$ cat config.mk
export PLATFORM = sky130hd
export DESIGN_NAME = multicycle_data_path_flat
export DESIGN_NICKNAME = d
export VERILOG_FILES = /design/src/rtl/multicycle_data_path_if.sv /design/src/rtl/multicycle_data_path.sv /design/src/flat_wrapper.sv
export SDC_FILE = /design/constraint.sdc
export NUM_CORES = 1
export LEC_CHECK = 0
export CAP_MARGIN = 20
export CORE_ASPECT_RATIO = 0.5
export CORE_MARGIN = 2
export CORE_UTILIZATION = 50
export CTS_BUF_LIST = sky130_fd_sc_hd__clkbuf_16
export DETAILED_ROUTE_END_ITERATION = 8
export HOLD_SLACK_MARGIN = 0.1
export PLACE_DENSITY = 0.74
export SETUP_SLACK_MARGIN = 0.5
export SYNTH_ARGS = -nofsm -noshare
export SYNTH_HDL_FRONTEND = slang
export SYNTH_SLANG_ARGS = --single-unit
$ cat constraint.sdc
create_clock -name clk -period 5.5 [get_ports clk]
set_input_delay 1.1 -clock clk [delete_from_list [all_inputs] [get_ports clk]]
set_output_delay 1.1 -clock clk [all_outputs]
set_load 0.05 [all_outputs]
$ cat src/rtl/multicycle_data_path_if.sv
// multicycle_data_path_if: instruction and data memory req/ack buses of the multicycle core
interface multicycle_data_path_if #(
    parameter int DW = 8,
    parameter int AW = 12,
    parameter int IW = 22
);
    logic          imem_req;
    logic [AW-1:0] imem_addr;
    logic          imem_ack;
    logic [IW-1:0] imem_rdata;
    logic          dmem_req;
    logic          dmem_we;
    logic [DW-1:0] dmem_addr;
    logic [DW-1:0] dmem_wdata;
    logic          dmem_ack;
    logic [DW-1:0] dmem_rdata;
    modport master (
        output imem_req, imem_addr, dmem_req, dmem_we, dmem_addr, dmem_wdata,
        input  imem_ack, imem_rdata, dmem_ack, dmem_rdata
    );
    modport slave (
        input  imem_req, imem_addr, dmem_req, dmem_we, dmem_addr, dmem_wdata,
        output imem_ack, imem_rdata, dmem_ack, dmem_rdata
    );
endinterface

$ cat src/rtl/multicycle_data_path.sv
// multicycle_data_path: parametrised multicycle core with handshaked instruction/data memories
module multicycle_data_path #(
    parameter int DW  = 8,
    parameter int AW  = 12,
    parameter int RAW = 3,
    localparam int LW = (AW > DW) ? AW : DW,
    localparam int IW = 4 + 2 * RAW + LW
) (
    input  logic                  clk,
    input  logic                  rst,
    multicycle_data_path_if.master bus,
    output logic [AW-1:0]         pc_out,
    output logic                  retire,
    output logic                  halted
);
    typedef enum logic [2:0] {S_BOOT, S_FETCH, S_DECODE, S_EXEC, S_MEM, S_WB, S_HALT} state_t;
    localparam logic [3:0] OP_ADD = 4'd0, OP_SUB = 4'd1, OP_AND = 4'd2, OP_OR = 4'd3,
                           OP_ADDI = 4'd4, OP_LD = 4'd5, OP_ST = 4'd6, OP_JMP = 4'd7,
                           OP_BZ = 4'd8, OP_HALT = 4'd15;
    state_t state, nxt;
    logic [AW-1:0] pc, pc_inc, br_off;
    logic [IW-1:0] ir;
    logic [DW-1:0] a, b, res, alu;
    logic [DW-1:0] rf [2**RAW];
    logic [3:0] op;
    logic [RAW-1:0] rd, rs, rt;
    logic [DW-1:0] imm;
    logic [AW-1:0] tgt;
    assign op     = ir[IW-1 -: 4];
    assign rd     = ir[IW-5 -: RAW];
    assign rs     = ir[IW-5-RAW -: RAW];
    assign rt     = ir[RAW-1:0];
    assign imm    = ir[DW-1:0];
    assign tgt    = ir[AW-1:0];
    assign pc_inc = pc + AW'(1);
    assign br_off = AW'(signed'(imm));
    always_comb begin
        alu = op == OP_ADD ? a + b :
              op == OP_SUB ? a - b :
              op == OP_AND ? a & b :
              op == OP_OR  ? a | b : a + imm;
    end
    always_comb begin
        nxt = state;
        case (state)
            S_BOOT:   nxt = S_FETCH;
            S_FETCH:  nxt = bus.imem_ack ? S_DECODE : S_FETCH;
            S_DECODE: nxt = op == OP_HALT ? S_HALT : op > OP_BZ ? S_FETCH : S_EXEC;
            S_EXEC:   nxt = op <= OP_ADDI ? S_WB : op <= OP_ST ? S_MEM : S_FETCH;
            S_MEM:    nxt = !bus.dmem_ack ? S_MEM : op == OP_LD ? S_WB : S_FETCH;
            S_WB:     nxt = S_FETCH;
            default:  nxt = state;
        endcase
    end
    // request/status lines decode straight from state so reset drops them asynchronously
    always_comb begin
        bus.imem_req  = state == S_FETCH;
        bus.imem_addr = pc;
        bus.dmem_req  = state == S_MEM;
        halted        = state == S_HALT;
        pc_out        = pc;
        retire        = (state == S_DECODE && op > OP_BZ) ||
                        (state == S_EXEC && (op == OP_JMP || op == OP_BZ)) ||
                        (state == S_MEM && op == OP_ST && bus.dmem_ack) ||
                        state == S_WB;
    end
    always_ff @(posedge clk or negedge rst) begin
        if (!rst) begin
            state          <= S_BOOT;
            pc             <= '0;
            ir             <= '0;
            a              <= '0;
            b              <= '0;
            res            <= '0;
            bus.dmem_we    <= 1'b0;
            bus.dmem_addr  <= '0;
            bus.dmem_wdata <= '0;
            for (int i = 0; i < 2**RAW; i++) rf[i] <= '0;
        end else begin
            state <= nxt;
            if (state == S_FETCH && bus.imem_ack) ir <= bus.imem_rdata;
            if (state == S_DECODE) begin
                a <= rf[rs];
                b <= rf[(op == OP_ST || op == OP_BZ) ? rd : rt];
            end
            if (state == S_EXEC) begin
                res            <= alu;
                bus.dmem_we    <= op == OP_ST;
                bus.dmem_addr  <= a + imm;
                bus.dmem_wdata <= b;
            end
            if (state == S_MEM && bus.dmem_ack && op == OP_LD) res <= bus.dmem_rdata;
            if (state == S_WB && rd != '0) rf[rd] <= res;
            if (state == S_EXEC && op == OP_JMP) pc <= tgt;
            else if (state == S_EXEC && op == OP_BZ && b == '0) pc <= pc_inc + br_off;
            else if (retire && op != OP_HALT) pc <= pc_inc;
        end
    end
endmodule
$ cat src/flat_wrapper.sv
// flat-port wrapper written by rule: the top's interface ports become plain ports
module multicycle_data_path_flat 
#(
    parameter int DW  = 8,
    parameter int AW  = 12,
    parameter int RAW = 3,
    localparam int LW = (AW > DW) ? AW : DW,
    localparam int IW = 4 + 2 * RAW + LW
)
  (clk, rst, pc_out, retire, halted, bus_imem_req, bus_imem_addr, bus_dmem_req, bus_dmem_we, bus_dmem_addr, bus_dmem_wdata, bus_imem_ack, bus_imem_rdata, bus_dmem_ack, bus_dmem_rdata);
  multicycle_data_path_if #(.DW(DW), .AW(AW)) bus_i ();
  input  logic clk;
  input  logic rst;
  output logic [AW-1:0] pc_out;
  output logic retire;
  output logic halted;
  output wire logic [$bits(bus_i.imem_req)-1:0] bus_imem_req;
  output wire logic [$bits(bus_i.imem_addr)-1:0] bus_imem_addr;
  output wire logic [$bits(bus_i.dmem_req)-1:0] bus_dmem_req;
  output wire logic [$bits(bus_i.dmem_we)-1:0] bus_dmem_we;
  output wire logic [$bits(bus_i.dmem_addr)-1:0] bus_dmem_addr;
  output wire logic [$bits(bus_i.dmem_wdata)-1:0] bus_dmem_wdata;
  input wire logic [$bits(bus_i.imem_ack)-1:0] bus_imem_ack;
  input wire logic [$bits(bus_i.imem_rdata)-1:0] bus_imem_rdata;
  input wire logic [$bits(bus_i.dmem_ack)-1:0] bus_dmem_ack;
  input wire logic [$bits(bus_i.dmem_rdata)-1:0] bus_dmem_rdata;
  assign bus_imem_req = bus_i.imem_req;
  assign bus_imem_addr = bus_i.imem_addr;
  assign bus_dmem_req = bus_i.dmem_req;
  assign bus_dmem_we = bus_i.dmem_we;
  assign bus_dmem_addr = bus_i.dmem_addr;
  assign bus_dmem_wdata = bus_i.dmem_wdata;
  assign bus_i.imem_ack = bus_imem_ack;
  assign bus_i.imem_rdata = bus_imem_rdata;
  assign bus_i.dmem_ack = bus_dmem_ack;
  assign bus_i.dmem_rdata = bus_dmem_rdata;
  multicycle_data_path #(.DW(DW), .AW(AW), .RAW(RAW)) u_core (.clk(clk), .rst(rst), .bus(bus_i), .pc_out(pc_out), .retire(retire), .halted(halted));
endmodule
== After elaboration in Yosys (flattened, before gate mapping) ==
Index checks and enable logic that the tools add are counted.

* Flip-flop bits (word level): 142
* Output and inout port bits: 45
* Word-level logic and storage cells: 102

* Add/sub/neg operators: 5
* Magnitude comparators: 7
* Equality and inequality tests: 15
* Mux-type cells: 27
* Bitwise operators: 5
* Reduce and logical (&&, ||, !) cells: 26

{| class="wikitable"
|+ Operators by type and width
! cell !! number
|-
| two-way mux 8 bit || 11
|-
| bitwise mux 64 bit || 1
|-
| binary-select mux 8 bit (select 3 bit) || 2
|-
| two-way mux 12 bit || 3
|-
| demux 8 bit (select 3 bit) || 1
|-
| two-way mux 3 bit || 6
|-
| adder 8 bit || 2
|-
| case mux 3 bit (5 select lines) || 1
|-
| logical AND 1 bit || 13
|-
| adder 12 x 1 -> 12 bit (second input constant) || 1
|-
| adder 12 bit || 1
|-
| == test 4 x 3 -> 1 bit (second input constant) || 3
|-
| >= comparator 4 bit (second input constant) || 3
|-
| inverter 3 -> 4 bit || 3
|-
| == test 3 bit (second input constant) || 3
|-
| bitwise AND 8 bit || 1
|-
| == test 4 x 2 -> 1 bit (second input constant) || 2
|-
| == test 4 bit (second input constant) || 2
|-
| less-or-equal comparator 4 x 3 -> 1 bit (second input constant) || 2
|-
| zero test 8 bit || 1
|-
| OR 8 bit || 1
|-
| subtractor 8 bit || 1
|-
| == test 3 x 2 -> 1 bit (second input constant) || 2
|-
| nonzero test 3 bit || 2
|-
| other kinds (12) || 17
|}

== Longest topological paths before layout ==
Gate-level depths: netlist (run 1).

* Depth after elaboration: 10
* Gate-level depth with buffers: 13
* Gate-level depth less buffers: 12

== Worst setup path before layout (run 1) ==
OpenSTA, ideal clock, no wires.

* Kind: flip-flop to output port
* From: register u_core.state[2]
* To: output port retire
* Arrival: 2461 ps
* Data required time: 4400 ps
* Path slack: 1939 ps
* Cell stages (with the launch flop): 4
* Path buffers: 0
* Path through: dfrtp_1 > nor3b_1 > nand2_1 > o211ai_2

* Longest elaborated chain between the ends: 5
* Elaborated cells on any way between the ends: 11

{| class="wikitable"
|+ RTL lines
! item !! line !! RTL
|-
| start, declared || multicycle_data_path.sv:20 || <nowiki>state_t state, nxt;</nowiki>
|-
| start signal, assigned || multicycle_data_path.sv:80 || <nowiki>state <= nxt;</nowiki>
|-
| == test 3 bit || - ||
|-
| via bus_dmem_req || flat_wrapper.sv:19 || <nowiki>output wire logic [$bits(bus_i.dmem_req)-1:0] bus_dmem_req;</nowiki>
|-
| logical AND 1 bit (2 in series) || multicycle_data_path.sv:64 || <nowiki>(state == S_MEM && op == OP_ST && bus.dmem_ack) ||</nowiki>
|-
| logical OR 1 bit || multicycle_data_path.sv:63 || <nowiki>(state == S_EXEC && (op == OP_JMP || op == OP_BZ)) ||</nowiki>
|-
| logical OR 1 bit || multicycle_data_path.sv:64 ||
|-
| end, declared || flat_wrapper.sv:15 || <nowiki>output logic retire;</nowiki>
|}

The timed path passes the listed nets, and every way through them passes these cells.

== Worst setup path after layout (run 1) ==
* From: register u_core.state[0]
* To: output port retire

* Longest elaborated chain between the ends: 5
* Elaborated cells on any way between the ends: 11

{| class="wikitable"
|+ RTL lines
! item !! line !! RTL
|-
| == test 3 x 2 -> 1 bit (tied with other cells) || multicycle_data_path.sv:62 || <nowiki>retire = (state == S_DECODE && op > OP_BZ) ||</nowiki>
|-
| logical AND 1 bit (on tied branches) || multicycle_data_path.sv:62, multicycle_data_path.sv:63, multicycle_data_path.sv:64 ||
|-
| logical OR 1 bit or logical AND 1 bit (tied branches) || multicycle_data_path.sv:62, multicycle_data_path.sv:64 ||
|-
| logical OR 1 bit || multicycle_data_path.sv:63 ||
|-
| logical OR 1 bit * || multicycle_data_path.sv:64 ||
|}

Mark *: on every way between the ends. The rest lies on a longest branch, timed or not.

==> flow_metrics.tcl, run 1 <==
set metrics [dict create \
    synth_compound_area_share_pct 14.2 \
    grt_max_degree 103 \
    r2r_cells 12 \
    place_hpwl_mm 17.1 \
    hold_depth 0 \
    rows 34 \
    ys_ff_latch 142 \
    die_area_um2 19300 \
    finalSetupViolations 0 \
    die_h_um 99.1 \
    die_w_um 194 \
    tightest_slew_ns 0.985 \
    worst_ep_required_time_ns 4.40 \
    wl_per_cell_um 20.8 \
    synthesis.area_um2 9050 \
    synthSimpleGateAreaFrac_pct 11.0 \
    synth_edf_count 0 \
    power_mw 2.23 \
    rsz0062_at_grt "no" \
    slew_headroom_pct 34.1 \
    clkTransAtPathRegs_ns 0.07 \
    cts-resized-gates 0 \
    muxShareOfSynthArea_pct 20.6 \
    globalRouteOverflowTotal 0 \
    fin_setup_tns_ns 0 \
    io_pins 79 \
    synthAdderAreaFrac_pct 7.11 \
    via_per_inst 6.15 \
    place_ws_ns 1.67 \
    antenna_found_initial 0 \
    p_seq_share_pct 46.7 \
    htreeDepth 4 \
    core_um2 17500 \
    power_density_nw_per_um2 213 \
    area_growth_pct 15.7 \
    hold_buffers 0 \
    place_congestion 0.920 \
    grt_pass1_wl_mm 38.1 \
    setup.worst_path.start_class "flop" \
    drive_above_1_share_pct 15.5 \
    grtUsageTotal_pct 25.6 \
    vias 7031 \
    swShare_pct 23.8 \
    cts.sinks 142 \
    clk_path_buf_depth 2 \
    setup_ws_ns 1.57 \
    drv_cap 0 \
    cts_buffers 17 \
    drt-total-wl_mm 23.8 \
    async_reset_ff_share_pct 100 \
    postCtsSetupBuffers 0 \
    skew_ns 0.0134 \
    grt_pass1_vias 7026 \
    max_freq_ghz 0.255 \
    drt_iter0_drc 542 \
    arrival_ns 2.83 \
    critPathKind "reg -> out" \
    nets 980 \
    yosys_warnings 0 \
    path_max_fanout 13 \
    drc_errors 0 \
    final_antenna_net_count 0 \
    synth_xor_area_share_pct 3.29 \
    switchingPower_mw 0.531 \
    num-fill-cells 1434 \
    cts_tree "built" \
    period_share_pct 71.4 \
    synth_cell_types 74 \
    drtPass1Iterations 5 \
    hold_violations 0 \
    worstHoldPathType "reg -> reg" \
    maxSlewViolCount 0 \
    layout_commonest_cell "dfrtp_1" \
    syn-num-nets 937 \
    layout_common_cells "dfrtp_1 (142), nand2_1 (80), clkdlybuf4s50_1 (77)" \
    clk_latency_ns 0.43 \
    initial_core_util_pct 51.6 \
    status "finished clean" \
    clock_power_share_pct 51.2 \
    syn_avg_cell_area_um2 10.6 \
    antennaDiodeCount 0 \
    finalCriticalPeriod_ns 3.93 \
    end_kind "output port" \
    final_util_pct 59.7 \
    ys.flop_type "dfrtp_1" \
    leakage_nw 4.74 \
    intPower_mw 1.70 \
    synthCells 854 \
    synth_top_family_by_area "multiplexers" \
    cts_root_buf "clkbuf_16" \
    comb_power_share_pct 2.1 \
    max-vdd-ir-drop_mv 0.211 \
    port_buffers 78 \
    seq_area_frac_synth_pct 39.3 \
]
## cell type report
type	count	area (µm²)	area share (%)
flip-flops and latches	142	3550	34.0
clock buffers	17	425	4.07
repair buffers	83	840	8.02
multi-input cells	624	5090	48.6
clock inverters	15	154	1.47
well taps	234	293	2.80
inverters	29	109	1.04
## synth_stat cells (all sizes together), types with 8 or more instances
cell type	number	area [µm²]
mux2i	26	273
dfrtp	142	3550
mux2	77	867
o211ai	11	87.6
mux4	32	721
nand2b	8	50.1
a21oi	37	196
nand2	82	318
o21ai	54	270
nand3	16	80.1
o22ai	12	75.1
nor2	53	209
a22o	9	78.8
xor2	11	96.3
inv	28	105
nor3	9	50.1
buf	30	188
xnor2	23	201
a21o	13	97.6
a22oi	11	82.6
a211oi	11	82.6
clkbuf	29	109
ha	45	563
## metal layers
layer	vias to the layer above	track usage (%)	routed length, µm
li1	3197	-	-
met1	3563	35.5	10900
met2	243	40.8	11000
met3	28	6.85	1690
met4	0	5.42	252
met5	-	0	0
## power by group through the flow
stage / logic [mW] / registers, mW / clock network [mW]
3_3_place_gp: 0.0470 / 1.06 / 0
6_report: 0.0461 / 1.04 / 1.14
2_1_floorplan: 0.000651 / 1.06 / 0
5_1_grt: 0.0518 / 1.04 / 1.20
3_5_place_dp: 0.0477 / 1.06 / 0
4_1_cts: 0.0477 / 1.04 / 1.15
## logic make-up after synthesis
logic type,count (synthesis)
multiplexers,135
buffers and inverters,88
AND/OR/NAND/NOR,209
adder cells (fa/ha/maj),49
AO/OA/AOI/OAI,197
flip-flops,142
XOR/XNOR,34
## worst max-delay path, cell delays in order, from the launching register on
cell	delay [ns]
dfrtp_1	0.57
clkinv_1	0.28
nor4_1	0.33
buf_4	0.23
a21oi_1	0.07
o211ai_2	0.10
clkdlybuf4s50_1	0.83
## registers in the layout, indices dropped and copies added, names as in the netlist
signal	cells
u_core.b	8
u_core.a	8
u_core.rf	64
u_core.bus.imem_addr	12
u_core.bus.dmem_addr	8
u_core.bus.dmem_we	1
u_core.bus.dmem_wdata	8
u_core.state	3
u_core.ir	22
u_core.res	8
## stage by stage
step | cells | instance area [µm²] | hold WS, ns
after global routing | 1144 | 10500 | 0.419
after detailed placement | 1111 | 9860 | 0.388
after global placement | 1111 | 9860 | 0.381
after floorplan | 854 | 9050 | 0.445
final | 1144 | 10500 | 0.404
after CTS | 1143 | 10400 | 0.406
## worst paths after layout
| check | startpoint | end | slack, ns |
|---|---|---|---|
| worst max-delay path | u_core.state[0] | retire | 1.57 |
| worst min-delay path | u_core.rf[61] | u_core.rf[61] | 0.40 |
| worst max register to register | u_core.bus.imem_addr[2] | u_core.bus.imem_addr[11] | 2.35 |
| worst min register to register | u_core.rf[61] | u_core.rf[61] | 0.40 |
| max in group asynchronous | rst | u_core.bus.dmem_we | 3.56 |
| min in group asynchronous | rst | u_core.rf[58] | 0.73 |
(Power assumes the default switching activity.)
==> inputs of run 2 (changes only) <==
Settings changed: PLACE_DENSITY 0.74 to 0.76.
Clock period 5.5 ns to 3.2 ns, I/O delays scaled along.
==> run 2 against run 1 <==
Net effect: register-to-register slack worse by 1.9 ns; sequential power grew 72%; cell count is 2.9% higher; global-route usage up 1.0 points; hold slack got worse by 0.19 ns; critical path depth grew 6; sequential share of layout area down 1.5 points; routed wire length increased by 5.9%; power increased by 76%; highest routed layer unchanged.
==> flow_metrics.tcl, run 2 (synthesized netlist as in run 1, its figures left out) <==
set metrics [dict create \
    drv_cap 0 \
    cts.sinks 142 \
    path_max_fanout 3 \
    grt_pass1_vias 7210 \
    placed_cells 1123 \
    hold_violations 0 \
    cpPeakStageDelay_ns 0.39 \
    grtUsageTotal_pct 26.6 \
    wl_per_cell_um 21.4 \
    power_density_nw_per_um2 357 \
    place_hpwl_mm 17.6 \
    drt_iter0_drc 585 \
    crit_slowest_cell "dfrtp_2" \
    skew_ns 0.0142 \
    grt_pass1_wl_mm 39.8 \
    leakage_nw 4.99 \
    drt-total-wl_mm 25.2 \
    via_per_inst 6.12 \
    cts_root_buf "clkbuf_16" \
    grt_busiest_layer "met2" \
    r2r_cells 12 \
    antenna_found_initial 0 \
    end_kind "flop" \
    maxSlewViolCount 0 \
    cp-endpoint "u_core.bus.imem_addr[11]" \
    slew_headroom_pct 41.5 \
    final_antenna_net_count 0 \
    arrival_ns 3.08 \
    setup.worst_path.start_class "flop" \
    die_h_um 99.1 \
    final_area_um2 11000 \
    layout_commonest_cell "dfrtp_1" \
    fin_setup_tns_ns 0 \
    drtPass1Iterations 5 \
    io_pins 79 \
    vias 7205 \
    grt_max_degree 72 \
    globalRouteOverflowTotal 0 \
    drc_errors 0 \
    path_cells "nand3_4 -> nor2_4 -> nand3_1 -> xnor2_1 -> ha_2 -> a2111oi_2 -> o21ai_1 -> o211ai_1 -> xor2_1 -> o21a_1 -> or3_1 -> nand3_1" \
    rows 34 \
    initial_core_util_pct 51.6 \
    layout_common_cells "dfrtp_1 (129), nand2_1 (77), clkdlybuf4s50_1 (73)" \
    clk_path_buf_depth 2 \
    worstHoldPathType "in -> async" \
    cts_buffers 17 \
    finalCriticalPeriod_ns 2.70 \
    r2r_end "u_core.bus.imem_addr[11]" \
    place_congestion 0.924 \
    port_buffers 78 \
    drive_above_1_share_pct 23.4 \
    clk_latency_ns 0.44 \
    regMostFlops "u_core.rf" \
    instances_no_fill 1177 \
    rsz0062_at_grt "yes" \
    worst_path_most_repeated_cell "nand3_1" \
    die_w_um 194 \
    core_um2 17500 \
    period_share_pct 84.5 \
    cts_tree "built" \
    area_growth_pct 21.7 \
    finalSetupViolations 0 \
    max_freq_ghz 0.370 \
    clkTransAtPathRegs_ns 0.07 \
    critPathKind "reg -> reg" \
    htreeDepth 4 \
    grt.met3_usage_pct 6.10 \
    r2r_slack_ns 0.50 \
    die_area_um2 19300 \
    worst_ep_required_time_ns 3.57 \
    hold_buffers 0 \
    max-vdd-ir-drop_mv 0.290 \
    largest_reg_flops 64 \
    place_area_um2 10000 \
    grt_util_met1_pct 38.5 \
    crit_path_start "u_core.bus.imem_addr[4]" \
    met2_usage_pct 41.2 \
    nets 1013 \
    antennaDiodeCount 0 \
    rr_startpoint "u_core.bus.imem_addr[4]" \
    status "finished clean" \
    tightest_slew_ns 0.878 \
]
[run 2: layout make-up]
class / instances / area, µm²
Fill cell: 1381 / 6510
Multi-Input combinational cell: 624 / 5330
Sequential cell: 142 / 3570
Timing Repair Buffer: 116 / 1120
Clock buffer: 17 / 425
Tap cell: 234 / 293
Clock inverter: 15 / 171
Inverter: 29 / 113
[run 2: per-layer routing]
metal	routed length (µm)	part of all wire [%]
met2	11800	47
met4	259	1.0
met3	1620	6.4
met5	0	0
met1	11600	46
[run 2: timing repair]
action,CTS,global route
resized for setup,11,33
setup buffers,17,4
pin swaps,5,6
endpoints found under the setup margin,5,9
[run 2: worst min path at each step]
| stage | endpoint | slack [ns] |
|---|---|---|
| 2_1_floorplan | u_core.a[0] | 0.34 |
| 3_3_place_gp | u_core.rf[61] | 0.38 |
| 3_5_place_dp | u_core.rf[58] | 0.39 |
| 4_1_cts | u_core.rf[52] | 0.24 |
| 5_1_grt | u_core.rf[52] | 0.27 |
| 6_report | u_core.rf[44] | 0.22 |
[run 2: power breakdown]
group          switching [mW]  internal (mW)
clock                   0.939           1.11
sequential                  0           1.79
combinational          0.0417         0.0391
total                   0.981           2.95
[run 2: through the flow]
step | setup slack, ns | power, mW | util (%) | hold WS [ns]
6_report | 0.497 | 3.93 | 62.8 | 0.216
5_1_grt | 0.369 | 4.03 | 62.8 | 0.274
4_1_cts | 0.500 | 3.95 | 61.5 | 0.238
3_5_place_dp | 0.416 | 1.91 | 57.2 | 0.386
3_3_place_gp | 0.447 | 1.91 | 57.2 | 0.381
2_1_floorplan | 0.454 | 1.83 | - | 0.344
[run 2: worst max-delay path, delay by kind of cell (launching register included)]
family,cells,cell delay (ns)
adders and majority gates,1,0.22
xor gates and xnor gates,2,0.32
AOI/OAI and AO/OA,4,0.84
and+or+nand+nor,5,0.87
DFF,1,0.39
